`src/rtl/median_pkg.sv`:
```
// Shared constants and unsigned min/max/median-of-3 helpers for the 3x3 median stage.
// Helpers work on a wide pixel type; callers size-cast in and out.
package median_pkg;
    localparam int LATENCY    = 3;
    localparam int DATA_W_DEF = 2;
    localparam int PIX_W_MAX  = 16;
    localparam logic [1:0] FILL_FULL = 2'd3;

    typedef logic [PIX_W_MAX-1:0] pix_t;

    function automatic pix_t min2(input pix_t a, input pix_t b);
        return (a < b) ? a : b;
    endfunction

    function automatic pix_t max2(input pix_t a, input pix_t b);
        return (a < b) ? b : a;
    endfunction

    function automatic pix_t min3(input pix_t a, input pix_t b, input pix_t c);
        return min2(min2(a, b), c);
    endfunction

    function automatic pix_t max3(input pix_t a, input pix_t b, input pix_t c);
        return max2(max2(a, b), c);
    endfunction

    function automatic pix_t med3(input pix_t a, input pix_t b, input pix_t c);
        return max2(min2(a, b), min2(max2(a, b), c));
    endfunction
endpackage

```
`src/rtl/sort3.sv`:
```
// Combinational three-input compare-swap network: orders one column into lo/md/hi.
module sort3 #(
    parameter int DATA_W = 2
) (
    input  logic [DATA_W-1:0] i_a,
    input  logic [DATA_W-1:0] i_b,
    input  logic [DATA_W-1:0] i_c,
    output logic [DATA_W-1:0] o_lo,
    output logic [DATA_W-1:0] o_md,
    output logic [DATA_W-1:0] o_hi
);
    logic [DATA_W-1:0] w_p;
    logic [DATA_W-1:0] w_q;
    logic [DATA_W-1:0] w_r;

    assign w_p  = (i_a < i_b) ? i_a : i_b;
    assign w_q  = (i_a < i_b) ? i_b : i_a;
    assign w_r  = (w_q < i_c) ? w_q : i_c;
    assign o_hi = (w_q < i_c) ? i_c : w_q;
    assign o_lo = (w_p < w_r) ? w_p : w_r;
    assign o_md = (w_p < w_r) ? w_r : w_p;
endmodule

```
`src/rtl/median3x3_stage.sv`:
```
// 3x3 sliding-window median (Smith network), one pixel per valid column, latency 3 cycles.
// No backpressure: pipeline advances every cycle, bubbles surface as dout_valid=0.
module median3x3_stage
    import median_pkg::*;
#(
    parameter int DATA_W = DATA_W_DEF
) (
    input  logic              clk,
    input  logic              rst,
    input  logic              pix_valid,
    input  logic              line_start,
    input  logic [DATA_W-1:0] col_top,
    input  logic [DATA_W-1:0] col_mid,
    input  logic [DATA_W-1:0] col_bot,
    input  logic              hsync_in,
    input  logic              vsync_in,
    output logic [DATA_W-1:0] dout,
    output logic              dout_valid,
    output logic              hsync_out,
    output logic              vsync_out
);
    logic [DATA_W-1:0]  w_lo;
    logic [DATA_W-1:0]  w_md;
    logic [DATA_W-1:0]  w_hi;
    logic               w_win_ok;

    logic [DATA_W-1:0]  r_lo [0:2];
    logic [DATA_W-1:0]  r_md [0:2];
    logic [DATA_W-1:0]  r_hi [0:2];
    logic [DATA_W-1:0]  r_l;
    logic [DATA_W-1:0]  r_m;
    logic [DATA_W-1:0]  r_h;
    logic [DATA_W-1:0]  r_dout;
    logic [1:0]         r_fill;
    logic [LATENCY-1:0] r_vld;
    logic [LATENCY-1:0] r_hs;
    logic [LATENCY-1:0] r_vs;

    sort3 #(.DATA_W(DATA_W)) u_sort3 (
        .i_a  (col_top),
        .i_b  (col_mid),
        .i_c  (col_bot),
        .o_lo (w_lo),
        .o_md (w_md),
        .o_hi (w_hi)
    );

    // Window is complete once two earlier columns of this line are already held.
    assign w_win_ok = pix_valid & (r_fill >= 2'd2) & ~line_start & ~vsync_in;

    always_ff @(posedge clk or posedge rst) begin
        if (rst) begin
            for (int i = 0; i < 3; i++) begin
                r_lo[i] <= '0;
                r_md[i] <= '0;
                r_hi[i] <= '0;
            end
            r_l    <= '0;
            r_m    <= '0;
            r_h    <= '0;
            r_dout <= '0;
            r_fill <= 2'd0;
            r_vld  <= '0;
            r_hs   <= '0;
            r_vs   <= '0;
        end else begin
            if (pix_valid) begin
                r_lo[2] <= r_lo[1];
                r_lo[1] <= r_lo[0];
                r_lo[0] <= w_lo;
                r_md[2] <= r_md[1];
                r_md[1] <= r_md[0];
                r_md[0] <= w_md;
                r_hi[2] <= r_hi[1];
                r_hi[1] <= r_hi[0];
                r_hi[0] <= w_hi;
            end

            r_l <= DATA_W'(max3(pix_t'(r_lo[0]), pix_t'(r_lo[1]), pix_t'(r_lo[2])));
            r_m <= DATA_W'(med3(pix_t'(r_md[0]), pix_t'(r_md[1]), pix_t'(r_md[2])));
            r_h <= DATA_W'(min3(pix_t'(r_hi[0]), pix_t'(r_hi[1]), pix_t'(r_hi[2])));
            r_dout <= DATA_W'(med3(pix_t'(r_l), pix_t'(r_m), pix_t'(r_h)));

            // vsync wins over line_start so a frame boundary always empties the window.
            if (vsync_in)
                r_fill <= 2'd0;
            else if (line_start)
                r_fill <= pix_valid ? 2'd1 : 2'd0;
            else if (pix_valid && r_fill != FILL_FULL)
                r_fill <= r_fill + 2'd1;

            r_vld <= {r_vld[LATENCY-2:0], w_win_ok};
            r_hs  <= {r_hs[LATENCY-2:0], hsync_in};
            r_vs  <= {r_vs[LATENCY-2:0], vsync_in};
        end
    end

    assign dout       = r_dout;
    assign dout_valid = r_vld[LATENCY-1];
    assign hsync_out  = r_hs[LATENCY-1];
    assign vsync_out  = r_vs[LATENCY-1];
endmodule

```
`config.mk`:
```
export PLATFORM = sky130hd
export DESIGN_NAME = median3x3_stage
export DESIGN_NICKNAME = d
export VERILOG_FILES = /design/src/rtl/median_pkg.sv /design/src/rtl/sort3.sv /design/src/rtl/median3x3_stage.sv
export SDC_FILE = /design/constraint.sdc
export NUM_CORES = 1
export LEC_CHECK = 0
export BUFFER_PORTS_ARGS = -buffer_cell sky130_fd_sc_hd__buf_2
export CORE_MARGIN = 2
export CORE_UTILIZATION = 53
export DETAILED_ROUTE_END_ITERATION = 12
export PLACE_DENSITY = 0.75
export SLEW_MARGIN = 20
export SYNTH_ARGS = -nofsm -noshare
export SYNTH_HDL_FRONTEND = slang
export SYNTH_HIERARCHICAL = 1
export SYNTH_SLANG_ARGS = --single-unit
```
`constraint.sdc`:
```
create_clock -name clk -period 4.5 [get_ports clk]
set_input_delay 0.45 -clock clk [delete_from_list [all_inputs] [get_ports clk]]
set_output_delay 0.45 -clock clk [all_outputs]
set_load 0.05 [all_outputs]
```
==> metrics.md <==
| Metric | Value |
|---|---|
| Clock transition at path regs | `0.07 ns` |
| Avg Synthesized Cell Area | `10.8 sq um` |
| # hold bufs at CTS | `0` |
| Worst reg2reg setup slack | `2.96 ns` |
| Largest area contributor in the synthesized netlist | `dfrtp_1` |
| Vias in the first global route | `1125` |
| Worst path arrival time | `2.20 ns` |
| HPWL after detailed placement | `2060 um` |
| Synthesized net count | `230` |
| First-pass GRT wire length | `4940 um` |
| Layout Nets | `251` |
| Clock Latency Late Sink | `0.28 ns` |
| Final ANT Viol Nets | `0` |
| Post-synth cell types | `28` |
| Top-count cell post-synth | `inv_1` |
| Worst Skew | `0.00396 ns` |
| Worst-path cell chain | `buf_2 -> inv_1 -> ha_1 -> inv_1 -> ha_1 -> inv_1 -> ha_1 -> and2b_4 -> a2111oi_4 -> a211oi_1 -> mux2_2` |
| Detailed Route Iter0 Violations | `91` |
| Type of element capturing the critical path | `flip-flop` |
| Final setup fails | `0` |
| Leakage power | `1.13 nW` |
| Cell Pwr Density | `401 nW/um^2` |
| Largest net degree at the start of global routing | `38` |
| Worst hold margin | `0.247 ns` |
| Post-CTS Setup Bufs | `0` |
| Post-synth ARST share | `100%` |
| Drt drc | `0` |
| Routed vias/inst | `4.78` |
| Number of core rows | `22` |
| Fillers | `319` |
| # IOs | `17` |
| CTS buffer count | `5` |
| Final period util | `45.2%` |
| Peak supply drop | `187 uV` |
| Placed Cells | `247` |
| RSZ-0062 raised after global routing | `false` |
| Core Footprint | `3630 sq um` |
| Initial antenna violation count | `0` |
| Post-synth EDFFs | `0` |
| Cts repair resizes | `0` |
| Layout overhead on the synthesized area | `12.5%` |
| # clock sinks | `37` |
| Share of the synthesized area in the top cell type | `46.3%` |
| Post-synthesis sequential area ratio | `46.3%` |
| Cell count after synthesis | `185` |
| Min Tclk post-route | `2.03 ns` |
| Setup TNS | `0 ns` |
| Crit-path max cell delay | `0.31 ns` |
| Startpoint Class | `primary input` |
| Rel. slew slack | `66.5%` |
| Largest fanout on the critical path | `3` |
| CTS Root Buffer Type | `clkbuf_8` |
| Die X | `65.4 um` |
| Worst Max-Slew Pin Slew | `0.503 ns` |
| Vert. Die Dim | `65.4 um` |
| F_max | `492 MHz` |
| Slew Limit Fails | `0` |
| WL/cell | `11.0 um` |
| Worst R2R Path Depth | `9` |
| CP required | `4.67 ns` |
| Total grt overflow | `0` |
| Clock buffer depth | `2` |
| WL final | `2810 um` |
| R2r startpoint | `r_md[3]` |
| Non-filler cells, final | `255` |
| Final GP Congestion | `0.795` |
| Initial core utilization | `55.0%` |
| Layout cells sized above 1 | `18.4%` |
| Hold Crit Class | `in2async` |
| Via count | `1219` |
| Max Cap Viol | `0` |
| CP Class | `in2reg` |
| Synth Cell Area | `2000 sq um` |
| Post-synth top cells | `inv_1 (38), dfrtp_1 (37), ha_1 (33), nor2_1 (11), o21ai_0 (11)` |
| # diodes | `0` |
| First-pass DRT Iterations | `4` |
| Delay-heaviest family, CP | `adder cells` |
| Total GRT Usage | `15.2%` |
| I/O Buffers | `16` |
| CTS tree | `built` |
| Die ar. | `4280 sq um` |
| Reg-to-reg endpoint | `r_m[0]` |
| Slowest cell on crit path | `a2111oi_4` |
| Synth top area cells | `dfrtp_1 (46%), ha_1 (21%), inv_1 (7.1%)` |
| Synth warn | `6` |
| Run status | `finished clean` |
| Crit path buf inv count | `4` |
| Final hold viol count | `0` |
| Total power | `903 uW` |
| Synth Register Bits | `37` |
| Top FF cell, synth | `dfrtp_1` |
| H-tree lvl count | `2` |
metal layers:
layer | global-route usage (%) | vias to the layer above | part of all wire [%]
met2 | 24.4 | 19 | 46
met4 | 6.77 | 0 | 1.8
met1 | 18.8 | 551 | 49
li1 | - | 642 | -
met3 | 4.79 | 7 | 3.0
met5 | 0 | - | 0
worst min-delay path, stage by stage:
cell   delay, ns
buf_2       0.09
inv_1       0.04
buf_4       0.38
final cells by class:
class	instances	area, sq um	area share, %
Multi-Input combinational cell	106	910	40.4
Clock inverter	2	37.5	1.67
Tap cell	48	60.1	2.67
Inverter	39	146	6.51
Clock buffer	6	82.6	3.67
Sequential cell	37	926	41.2
Timing Repair Buffer	17	87.6	3.89
flip-flops by register name, indices dropped and copies added, names as in the netlist:
name / count
r_l: 2
r_vs: 3
r_md: 6
dout: 2
r_m: 2
r_hi: 6
r_hs: 3
r_h: 2
r_lo: 6
r_fill: 2
r_vld: 3
where the power goes:
group          total (mW)  switching, mW  internal (mW)
clock network       0.292          0.112          0.180
registers           0.411         0.0280          0.383
logic               0.199          0.114         0.0858
total               0.903          0.254          0.649
kinds of logic after synthesis:
| group | count (synthesis) | synth area share [%] |
|---|---|---|
| AO/OA/AOI/OAI | 33 | 11.8 |
| buffers and inverters | 42 | 8.20 |
| flip-flops | 37 | 46.3 |
| AND/OR/NAND/NOR | 31 | 7.95 |
| multiplexers | 9 | 5.07 |
| adder cells (fa/ha/maj) | 33 | 20.7 |
through the flow:
step / utilization, % / area [sq um] / setup slack [ns]
finish: 61.9 / 2250 / 2.47
CTS: 61.9 / 2250 / 2.46
global route: 61.9 / 2250 / 2.36
detailed placement: 58.6 / 2130 / 2.17
global placement: 58.6 / 2130 / 2.22
floorplan: - / 2000 / 2.38
worst max-delay path by stage:
stage	depth (start not counted)	slack, ns	startpoint	to
floorplan	10	2.38	col_top[1]	r_lo[4]
global placement	11	2.22	col_top[1]	r_lo[4]
detailed placement	11	2.17	col_top[1]	r_lo[4]
CTS	11	2.46	col_top[1]	r_lo[4]
global route	11	2.36	col_top[1]	r_lo[4]
finish	11	2.47	col_top[1]	r_lo[4]
cells in the final DEF, fill, tap and decap left out, types with 6 or more instances in the layout:
master and count:
clkbuf_8 6, mux2_2 7, inv_1 38, nor2_1 11, o22ai_1 6, buf_2 16
ha_1 33, dfrtp_1 37, o21ai_0 11, nand2_1 9
(Power assumes the default switching activity.)
